<file path="config.mk">
export PLATFORM = sky130hd
export DESIGN_NAME = conv1d_sequencer
export DESIGN_NICKNAME = d
export VERILOG_FILES = /design/src/rtl/conv1d_sequencer.sv
export SDC_FILE = /design/constraint.sdc
export NUM_CORES = 1
export LEC_CHECK = 0
export ABC_AREA = 1
export CAP_MARGIN = 20
export CORE_MARGIN = 2
export CORE_UTILIZATION = 40
export DETAILED_ROUTE_END_ITERATION = 16
export DONT_BUFFER_PORTS = 1
export GPL_ROUTABILITY_DRIVEN = 1
export HOLD_SLACK_MARGIN = 0.03
export SLEW_MARGIN = 10
export SYNTH_ARGS = -nofsm -noshare
export SYNTH_HDL_FRONTEND = slang
export SYNTH_SLANG_ARGS = --single-unit
</file>
<file path="constraint.sdc">
create_clock -name clk -period 7.4 [get_ports clk]
set_input_delay 0.74 -clock clk [delete_from_list [all_inputs] [get_ports clk]]
set_output_delay 0.74 -clock clk [all_outputs]
set_load 0.01 [all_outputs]
</file>
<file path="src/rtl/conv1d_sequencer.sv">
// ---------------------------------------------------------------------------
// conv1d_sequencer
//
// Walks a 1-D convolution engine through one job. It configures the engine,
// streams input columns into the engine's ring buffer, and once a full kernel
// window is resident it starts the engine, polls until done, reads the result
// and presents it on a valid/ready stream. While idle, the engine port is
// handed to the host.
//
// Ports
//   clk, reset                 sole clock; synchronous active-high reset
//   cfg_valid/cfg_ready        job descriptor handshake (accepted in IDLE)
//   cfg_depth                  input channels per column, legal 1..MAX_DEPTH
//   cfg_input_offset           forwarded to the engine
//   cfg_num_steps              number of input columns in the job
//   in_valid/in_ready/in_data  byte stream, channel-major per column
//   out_valid/out_ready/out_data  one 32-bit result per full window
//   host_en/host_cmd/host_inp0/host_inp1  host access to the engine in IDLE
//   host_ret                   engine response passthrough
//   cfu_en/cfu_cmd/cfu_inp0/cfu_inp1      engine command port
//   cfu_ret                    engine response, one cycle after the command
//   busy                       high in every state except IDLE
//   err                        sticky: bad descriptor or poll timeout
// ---------------------------------------------------------------------------
module conv1d_sequencer #(
  parameter int KERNEL_LENGTH = 8,
  parameter int MAX_DEPTH     = 128,
  parameter int POLL_TIMEOUT  = 2048
) (
  input  logic        clk,
  input  logic        reset,
  input  logic        cfg_valid,
  output logic        cfg_ready,
  input  logic [7:0]  cfg_depth,
  input  logic [31:0] cfg_input_offset,
  input  logic [15:0] cfg_num_steps,
  input  logic        in_valid,
  output logic        in_ready,
  input  logic [7:0]  in_data,
  output logic        out_valid,
  input  logic        out_ready,
  output logic [31:0] out_data,
  input  logic        host_en,
  input  logic [6:0]  host_cmd,
  input  logic [31:0] host_inp0,
  input  logic [31:0] host_inp1,
  output logic [31:0] host_ret,
  output logic        cfu_en,
  output logic [6:0]  cfu_cmd,
  output logic [31:0] cfu_inp0,
  output logic [31:0] cfu_inp1,
  input  logic [31:0] cfu_ret,
  output logic        busy,
  output logic        err
);

  localparam int PTR_W  = (KERNEL_LENGTH > 1) ? $clog2(KERNEL_LENGTH) : 1;
  localparam int PCNT_W = $clog2(POLL_TIMEOUT + 1);

  // Columns 0..KERNEL_LENGTH-2 only fill the ring; no window is complete yet.
  localparam logic [15:0]       WARMUP_STEPS = 16'(KERNEL_LENGTH - 1);
  localparam logic [PTR_W-1:0]  PTR_LAST     = PTR_W'(KERNEL_LENGTH - 1);
  localparam logic [PCNT_W-1:0] POLL_LIMIT   = PCNT_W'(POLL_TIMEOUT);

  localparam logic [6:0] CMD_WRITE = 7'd1;
  localparam logic [6:0] CMD_OFS   = 7'd3;
  localparam logic [6:0] CMD_DEPTH = 7'd5;
  localparam logic [6:0] CMD_START = 7'd6;
  localparam logic [6:0] CMD_READ  = 7'd7;
  localparam logic [6:0] CMD_SETX  = 7'd8;
  localparam logic [6:0] CMD_POLL  = 7'd9;

  typedef enum logic [3:0] {
    S_IDLE, S_CFG_OFS, S_CFG_DEP, S_FILL, S_SETX,
    S_START, S_POLL, S_READ, S_CAPT, S_OUT
  } state_e;

  state_e             state_q,     state_d;
  logic [7:0]         depth_q,     depth_d;
  logic [31:0]        offset_q,    offset_d;
  logic [15:0]        num_steps_q, num_steps_d;
  logic [PTR_W-1:0]   ptr_q,       ptr_d;
  logic [15:0]        step_q,      step_d;
  logic [7:0]         col_idx_q,   col_idx_d;
  logic [PCNT_W-1:0]  poll_cnt_q,  poll_cnt_d;
  logic [31:0]        out_data_q,  out_data_d;
  logic               err_q,       err_d;

  logic [PTR_W-1:0]   ptr_next;
  logic [31:0]        fill_addr;
  logic               depth_bad;

  assign ptr_next  = (ptr_q == PTR_LAST) ? '0 : ptr_q + PTR_W'(1);
  // Slot ptr holds one column of depth bytes; channel col_idx within it.
  assign fill_addr = 32'(ptr_q) * 32'(depth_q) + 32'(col_idx_q);
  assign depth_bad = (cfg_depth == 8'd0) || ({1'b0, cfg_depth} > 9'(MAX_DEPTH));

  // NOTE: every signal driven here gets a default first, so no path through
  // the case statement can leave one unassigned and infer a latch.
  always_comb begin
    state_d     = state_q;
    depth_d     = depth_q;
    offset_d    = offset_q;
    num_steps_d = num_steps_q;
    ptr_d       = ptr_q;
    step_d      = step_q;
    col_idx_d   = col_idx_q;
    poll_cnt_d  = poll_cnt_q;
    out_data_d  = out_data_q;
    err_d       = err_q;

    cfg_ready   = 1'b0;
    in_ready    = 1'b0;
    out_valid   = 1'b0;
    cfu_en      = 1'b0;
    cfu_cmd     = '0;
    cfu_inp0    = '0;
    cfu_inp1    = '0;

    unique case (state_q)
      S_IDLE: begin
        cfg_ready = 1'b1;
        // Host owns the engine port while no job is running.
        cfu_en    = host_en;
        cfu_cmd   = host_en ? host_cmd : '0;
        cfu_inp0  = host_inp0;
        cfu_inp1  = host_inp1;
        if (cfg_valid) begin
          depth_d     = cfg_depth;
          offset_d    = cfg_input_offset;
          num_steps_d = cfg_num_steps;
          ptr_d       = '0;
          step_d      = '0;
          col_idx_d   = '0;
          if (depth_bad) begin
            err_d = 1'b1;
          end else begin
            err_d = 1'b0;
            if (cfg_num_steps != 16'd0) state_d = S_CFG_OFS;
          end
        end
      end

      S_CFG_OFS: begin
        cfu_en   = 1'b1;
        cfu_cmd  = CMD_OFS;
        cfu_inp1 = offset_q;
        state_d  = S_CFG_DEP;
      end

      S_CFG_DEP: begin
        cfu_en   = 1'b1;
        cfu_cmd  = CMD_DEPTH;
        cfu_inp1 = {24'b0, depth_q};
        state_d  = S_FILL;
      end

      S_FILL: begin
        in_ready = 1'b1;
        if (in_valid) begin
          cfu_en   = 1'b1;
          cfu_cmd  = CMD_WRITE;
          cfu_inp0 = fill_addr;
          cfu_inp1 = {24'b0, in_data};
          if (col_idx_q == depth_q - 8'd1) begin
            col_idx_d = '0;
            ptr_d     = ptr_next;
            step_d    = step_q + 16'd1;
            if (step_q < WARMUP_STEPS) begin
              if (step_q + 16'd1 == num_steps_q) state_d = S_IDLE;
            end else begin
              state_d = S_SETX;
            end
          end else begin
            col_idx_d = col_idx_q + 8'd1;
          end
        end
      end

      S_SETX: begin
        // ptr has already advanced past the newest column: it is the oldest.
        cfu_en   = 1'b1;
        cfu_cmd  = CMD_SETX;
        cfu_inp1 = 32'(ptr_q);
        state_d  = S_START;
      end

      S_START: begin
        cfu_en     = 1'b1;
        cfu_cmd    = CMD_START;
        poll_cnt_d = '0;
        state_d    = S_POLL;
      end

      S_POLL: begin
        if (poll_cnt_q == POLL_LIMIT) begin
          err_d   = 1'b1;
          state_d = S_IDLE;
        end else begin
          cfu_en     = 1'b1;
          cfu_cmd    = CMD_POLL;
          poll_cnt_d = poll_cnt_q + PCNT_W'(1);
          // The first POLL cycle sees the response to START, not to a poll.
          if ((poll_cnt_q != '0) && cfu_ret[0]) state_d = S_READ;
        end
      end

      S_READ: begin
        cfu_en  = 1'b1;
        cfu_cmd = CMD_READ;
        state_d = S_CAPT;
      end

      S_CAPT: begin
        out_data_d = cfu_ret;
        state_d    = S_OUT;
      end

      S_OUT: begin
        out_valid = 1'b1;
        if (out_ready) state_d = (step_q == num_steps_q) ? S_IDLE : S_FILL;
      end

      default: state_d = S_IDLE;
    endcase
  end

  // NOTE: state registers use non-blocking assignments so every flop samples
  // the values computed before the edge, independent of statement order.
  always_ff @(posedge clk) begin
    if (reset) begin
      state_q     <= S_IDLE;
      depth_q     <= '0;
      offset_q    <= '0;
      num_steps_q <= '0;
      ptr_q       <= '0;
      step_q      <= '0;
      col_idx_q   <= '0;
      poll_cnt_q  <= '0;
      out_data_q  <= '0;
      err_q       <= 1'b0;
    end else begin
      state_q     <= state_d;
      depth_q     <= depth_d;
      offset_q    <= offset_d;
      num_steps_q <= num_steps_d;
      ptr_q       <= ptr_d;
      step_q      <= step_d;
      col_idx_q   <= col_idx_d;
      poll_cnt_q  <= poll_cnt_d;
      out_data_q  <= out_data_d;
      err_q       <= err_d;
    end
  end

  assign busy     = (state_q != S_IDLE);
  assign err      = err_q;
  assign out_data = out_data_q;
  assign host_ret = cfu_ret;

endmodule

</file>
==> results.yml, run 1 <==
outcome:
  status: "finished clean"
final_layout:
  nets: 1422
  layout-drive-gt1-share: 0.06112
  syn_to_final_growth_pct: 5.922
  seqCellArea_mm2: 0.002643
  multiInputGateArea_mm2: 0.004578
  fillers: 2185
  final_cell_area_mm2: 0.008885
floorplanning:
  start_util: 0.4106
  die_w_um: 148.8
  ioPinCount: 314
  core_area_mm2: 0.02043
  row_count: 52
  fp.dieArea_mm2: 0.02214
  die_y_um: 148.8
synthesis:
  synth_top_area_frac: 0.3150
  synth_edf_count: 0
  yosysTopAreaCell: "dfxtp_1"
  synth_area_mm2: 0.008388
  synth-seq-cells: 132
  netlist_instances: 1277
  syn_area_per_cell_um2: 6.569
  yosysWarningCount: 0
  synth.area.top_cells: "dfxtp_1 32%, nand2_1 11%, nor2_1 8.1%"
  yosysMostFrequentCell: "nand2_1"
  synth_ff_type: "dfxtp_1"
  synth_commonest_cells: "236 x nand2_1, 182 x nor2_1, 181 x inv_1"
  synth_cell_types: 46
  synth-seq-area-share: 0.3150
  synthArstFlopShare: 0
  syn_nets: 1485
grt:
  busiest_layer: "met2"
  grt-ovfl-total: 0
  grt_max_degree: 79
  grt_first_pass_wirelength_mm: 38.80
  antenna_found_initial: 1
  grtUsageMet3: 0.05810
  grt_pass1_vias: 7426
  grt_usage: 0.2253
  grtUsageMet1: 0.2728
  grt_use_met2: 0.3891
sta:
  worstMarginPinSlew_ps: 977.4
  grt_setup_unrepaired: "no"
  final_max_slew_viol_count: 0
  final.setup_skew_ps: 11.27
  period_minus_slack_ps: 4570
  max_slew_margin: 0.3477
  hold_viol: 0
  period_share: 0.6176
  clock.fmax_mhz: 218.8
  setup_viol: 0
  tns_ps: 0
pwr:
  power_leakage_nw: 4.030
  ir_drop_v: 0.0001763
  p_total_mw: 2.881
  power.density_mw_per_mm2: 324.3
clocking:
  cts_max_level: 4
  cts_setup_buffers: 0
  cts-root-buf: "clkbuf_16"
  clk-insertion-delay-late_ps: 420
  cts_tree: "built"
  post_cts_resize_count: 0
  ctsHoldBuffers: 0
  clkTransAtPathRegs_ps: 70
  clk_path_buf_depth: 2
  cts_buffers: 17
  cts_sinks: 132
setup_path:
  reg2reg_to: "col_idx_q[6]"
  r2r_setup_slack_ps: 4050
  cp_max_fo: 10
  start_kind: "flip-flop"
  cp-end-kind: "output port"
  cp.required_ps: 6660
  worstPathArrival_ps: 3830
  r2r_cells: 11
  crit_type: "flip-flop to output port"
  r2r-start: "state_q[3]"
drt:
  drc: 0
  wl_mm: 24.78
  drt_iter0_drc: 390
  via_per_inst: 5.208
  dr_total_vias: 7801
  dr.pass1.iters: 5
  antenna_left: 0
  wl_per_cell_um: 16.54
place:
  dpl.hpwl_mm: 19.09
  place_area_mm2: 0.008298
  io_buffers: 0
  gp_congestion: 0.9083
hold_path:
  min_from: "reset"
  holdPathEnd: "num_steps_q[9]"
  min_path_type: "input port to flip-flop"
  min_path_cells: 1
flow_run:
  maxCapViolCount: 0
-- power by group --
| group | internal (mW) | switching (mW) |
|---|---|---|
| clock | 0.452 | 0.381 |
| sequential | 0.828 | 0.127 |
| combinational | 0.323 | 0.770 |
-- stage by stage --
step                hold WS, ps  worst slack [ps]  instances  utilization
finish                    382.7              2830       1498       0.4349
global route              350.5              2453       1498       0.4349
CTS                       353.9              2795       1497       0.4348
detailed placement        444.5              3266       1465       0.4062
global placement          439.3              3331       1465       0.4062
floorplan                 424.5              3448       1277            -
-- state kept, by name (all words and copies together), names as in the netlist, 3 cells and up --
name,flops
offset_q,32
out_data,32
num_steps_q,16
step_q,16
poll_cnt_q,12
col_idx_q,8
depth_q,8
state_q,4
ptr_q,3
-- worst max-delay path by stage --
stage	start	endpoint	cells after the start
after floorplan	ptr_q[2]	cfu_inp0[11]	18
after global placement	ptr_q[2]	cfu_inp0[9]	17
after detailed placement	ptr_q[2]	cfu_inp0[11]	17
after CTS	ptr_q[2]	cfu_inp0[11]	17
after global routing	ptr_q[2]	cfu_inp0[11]	17
final	ptr_q[1]	cfu_inp0[11]	17
-- cells by family after synthesis --
family	synth area share
AND/OR/NAND/NOR	0.2830
buffers and inverters	0.1407
AO/OA/AOI/OAI	0.1536
flip-flops	0.3150
XOR/XNOR	0.04385
adder cells (fa/ha/maj)	0.06384
-- worst max-delay path, stage by stage (launching register included) --
cell and delay [ps]:
dfxtp_1 550, nand2_1 130, fa_1 510, inv_1 50
fa_1 520, inv_1 60, fa_1 450, inv_1 70
nand3_1 60, nand2_1 90, nand2_1 70, nand2_1 70
a21oi_1 70, nor2_1 110, o21ai_0 90, nand2_1 100
a21oi_1 70, o21ai_0 340
-- cell type report --
cell class | instances | share of cell area
diodes | 1 | 0.0002817
clock buffers | 17 | 0.04788
clock inverters | 15 | 0.01788
inverters | 189 | 0.07985
multi-input cells | 870 | 0.5153
flip-flops and latches | 132 | 0.2974
well taps | 270 | 0.03802
repair buffers | 4 | 0.003380
-- cells in the final DEF, fill, tap and decap left out, types with 4 or more instances in the layout --
cell	instances
ha_1	22
a211oi_1	8
nor2_1	182
xor2_1	23
nand2_1	235
inv_8	6
inv_2	8
a21oi_1	91
inv_6	4
inv_1	180
xnor2_1	19
o21ai_0	120
dfxtp_1	132
nand3_1	70
nor3_1	13
nand2_2	10
nor2_2	7
nand4_1	15
clkbuf_16	17
o211ai_1	4
buf_4	4
fa_1	13
-- per-layer routing --
| layer | wire length (µm) | part of all wire | up-vias |
|---|---|---|---|
| met5 | 0 | 0 | - |
| met4 | 602 | 0.024 | 0 |
| met3 | 1546 | 0.062 | 35 |
| met2 | 11960 | 0.48 | 274 |
| met1 | 10660 | 0.43 | 3576 |
| li1 | - | - | 3916 |
No activity file was read; power rests on OpenSTA's default activity.
==> inputs of run 2 (changes only) <==
==> constraint.sdc (replaced) <==
create_clock -name clk -period 3.7 [get_ports clk]
set_input_delay 0.37 -clock clk [delete_from_list [all_inputs] [get_ports clk]]
set_output_delay 0.37 -clock clk [all_outputs]
set_load 0.01 [all_outputs]
==> run 2 against run 1 <==
  * The flow now finishes with violations (setup timing)
  * Worst hold slack got worse by 310 ps
  * Cell count increased by 1.7%
  * Combinational power increased by 120%
  * Clock power increased by 100%
  * Critical endpoint is now cfu_inp0[5]
  * Highest routed layer unchanged
==> results.yml, run 2 (synthesis results as in run 1) <==
outcome:
  status: "finished, violations left"
  violations: "setup timing"
sta:
  hold_viol: 0
  grt_setup_unrepaired: "yes"
  clock.fmax_mhz: 262.6
  max_slew_margin: 0.3587
  final_max_slew_viol_count: 0
  setup_viol: 4
  final.setup_skew_ps: 13.60
  tns_ps: -265.3
  period_share: 1.029
  period_minus_slack_ps: 3808
  worstMarginPinSlew_ps: 960.9
  setup_slack_ps: -107.8
clocking:
  clkTransAtPathRegs_ps: 70
  cts_tree: "built"
  clk-insertion-delay-late_ps: 430
  cts-root-buf: "clkbuf_16"
  clk_path_buf_depth: 2
  cts_buffers: 17
  cts_sinks: 132
  cts_max_level: 4
grt:
  antenna_found_initial: 1
  grt_usage: 0.2286
  grt-ovfl-total: 0
  grt_max_degree: 98
  grt_first_pass_wirelength_mm: 39.50
  grt_pass1_vias: 7463
setup_path:
  r2r_setup_slack_ps: 920
  cp.required_ps: 3330
  cp-end-kind: "output port"
  crit_type: "flip-flop to output port"
  r2r_cells: 12
  start_kind: "flip-flop"
  worstPathArrival_ps: 3440
  r2r-start: "depth_q[0]"
  cp_max_fo: 5
  reg2reg_to: "col_idx_q[4]"
floorplanning:
  fp.dieArea_mm2: 0.02214
  row_count: 52
  die_w_um: 148.8
  core_area_mm2: 0.02043
  ioPinCount: 314
  start_util: 0.4106
  die_y_um: 148.8
drt:
  wl_met2_mm: 12.59
  drc: 0
  antenna_left: 0
  wl_per_cell_um: 16.75
  dr.pass1.iters: 6
  via_per_inst: 5.203
  top_layer: "met4"
  wl_met1_mm: 10.87
  dr_total_vias: 7924
  wl_mm: 25.51
  wl_met3_mm: 1.520
  drt_iter0_drc: 505
place:
  pre_cts_slack_ps: 74.41
  dpl.hpwl_mm: 19.29
  gp_congestion: 0.9065
  io_buffers: 0
  dp_cells: 1474
pwr:
  p_total_mw: 5.964
  power.density_mw_per_mm2: 646.0
  power_leakage_nw: 4.201
  ir_drop_v: 0.0003648
hold_path:
  min_path_cells: 2
  min_from: "cfu_ret[9]"
  min_path_type: "input port to flip-flop"
  holdPathEnd: "out_data[9]"
final_layout:
  finish.utilization: 0.4519
  mostFrequentLayoutCell: "nand2_1"
  instances_no_fill: 1523
  syn_to_final_growth_pct: 10.05
  layout-drive-gt1-share: 0.1086
  nets: 1447
  layout_common_cells: "228 x nand2_1, 179 x nor2_1, 174 x inv_1"
flow_run:
  maxCapViolCount: 0
run 2: cell types whose count changed in the layout (fill, tap and decap cells not counted), moves of 4 or more:
| cell | delta |
|---|---|
| a21oi_1 | -4 |
| nand2_2 | +4 |
| nand2_1 | -7 |
| dfxtp_1 | -7 |
| inv_1 | -6 |
| inv_2 | +6 |
| dfxtp_4 | +6 |
| o21ai_1 | +4 |
| o21ai_0 | -6 |
| buf_4 | +24 |
run 2: cell type report:
type / instances / area [µm²]
fill: 2186 / 11200
tap: 270 / 337.8
inverter: 189 / 709.4
timing repair buffer: 29 / 230.2
clock inverter: 15 / 153.9
sequential: 132 / 2666
multi-input combinational: 870 / 4706
clock buffer: 17 / 425.4
antenna: 1 / 2.502
run 2: worst max-delay path by stage:
stage                               to      from  slack (ps)  depth (start not counted)
after floorplan           cfu_inp0[11]  ptr_q[2]         120                         18
after global placement     cfu_inp0[9]  ptr_q[1]         120                         18
after detailed placement  cfu_inp0[11]  ptr_q[1]          70                         18
after CTS                  cfu_inp0[9]  ptr_q[0]         -80                         19
after global routing       cfu_inp0[9]  ptr_q[0]        -280                         19
final                      cfu_inp0[5]  ptr_q[0]        -110                         17
run 2: critical path, cell delays in order (launching register included):
cell,delay [ps]
dfxtp_4,380
nand2_2,60
fa_1,520
inv_1,50
fa_1,530
inv_2,50
fa_2,360
inv_2,60
nand3_2,60
nand2_2,100
nand2_4,60
buf_4,130
buf_4,120
buf_4,120
buf_4,120
buf_4,120
nand2_1,70
o21ai_2,90
run 2: what timing repair did:
action / in CTS / in global routing
pin swaps: 21 / 18
endpoints found under the setup margin: 5 / 6
gates resized for setup: 35 / 17
hold endpoints to repair: 30 / 0
buffers inserted: 13 / 2
hold buffers: 1 / 0
run 2: metal layers:
| layer | track usage | vias to the layer above |
|---|---|---|
| met5 | 0 | - |
| met4 | 0.07524 | 0 |
| met3 | 0.04771 | 33 |
| met2 | 0.3970 | 309 |
| met1 | 0.2833 | 3629 |
| li1 | - | 3953 |
run 2: report_power, final:
part           internal [mW]  total, mW  switching [mW]
logic                  0.750       2.39            1.64
registers               1.67       1.90           0.232
clock network          0.905       1.67           0.769
total                   3.33       5.96            2.64
run 2: per-stage QoR:
step	cell area (µm²)	hold WS (ps)
floorplan	8388	424.5
global placement	8366	436.9
detailed placement	8366	444.1
CTS	9163	57.59
global route	9231	62.74
finish	9231	74.89
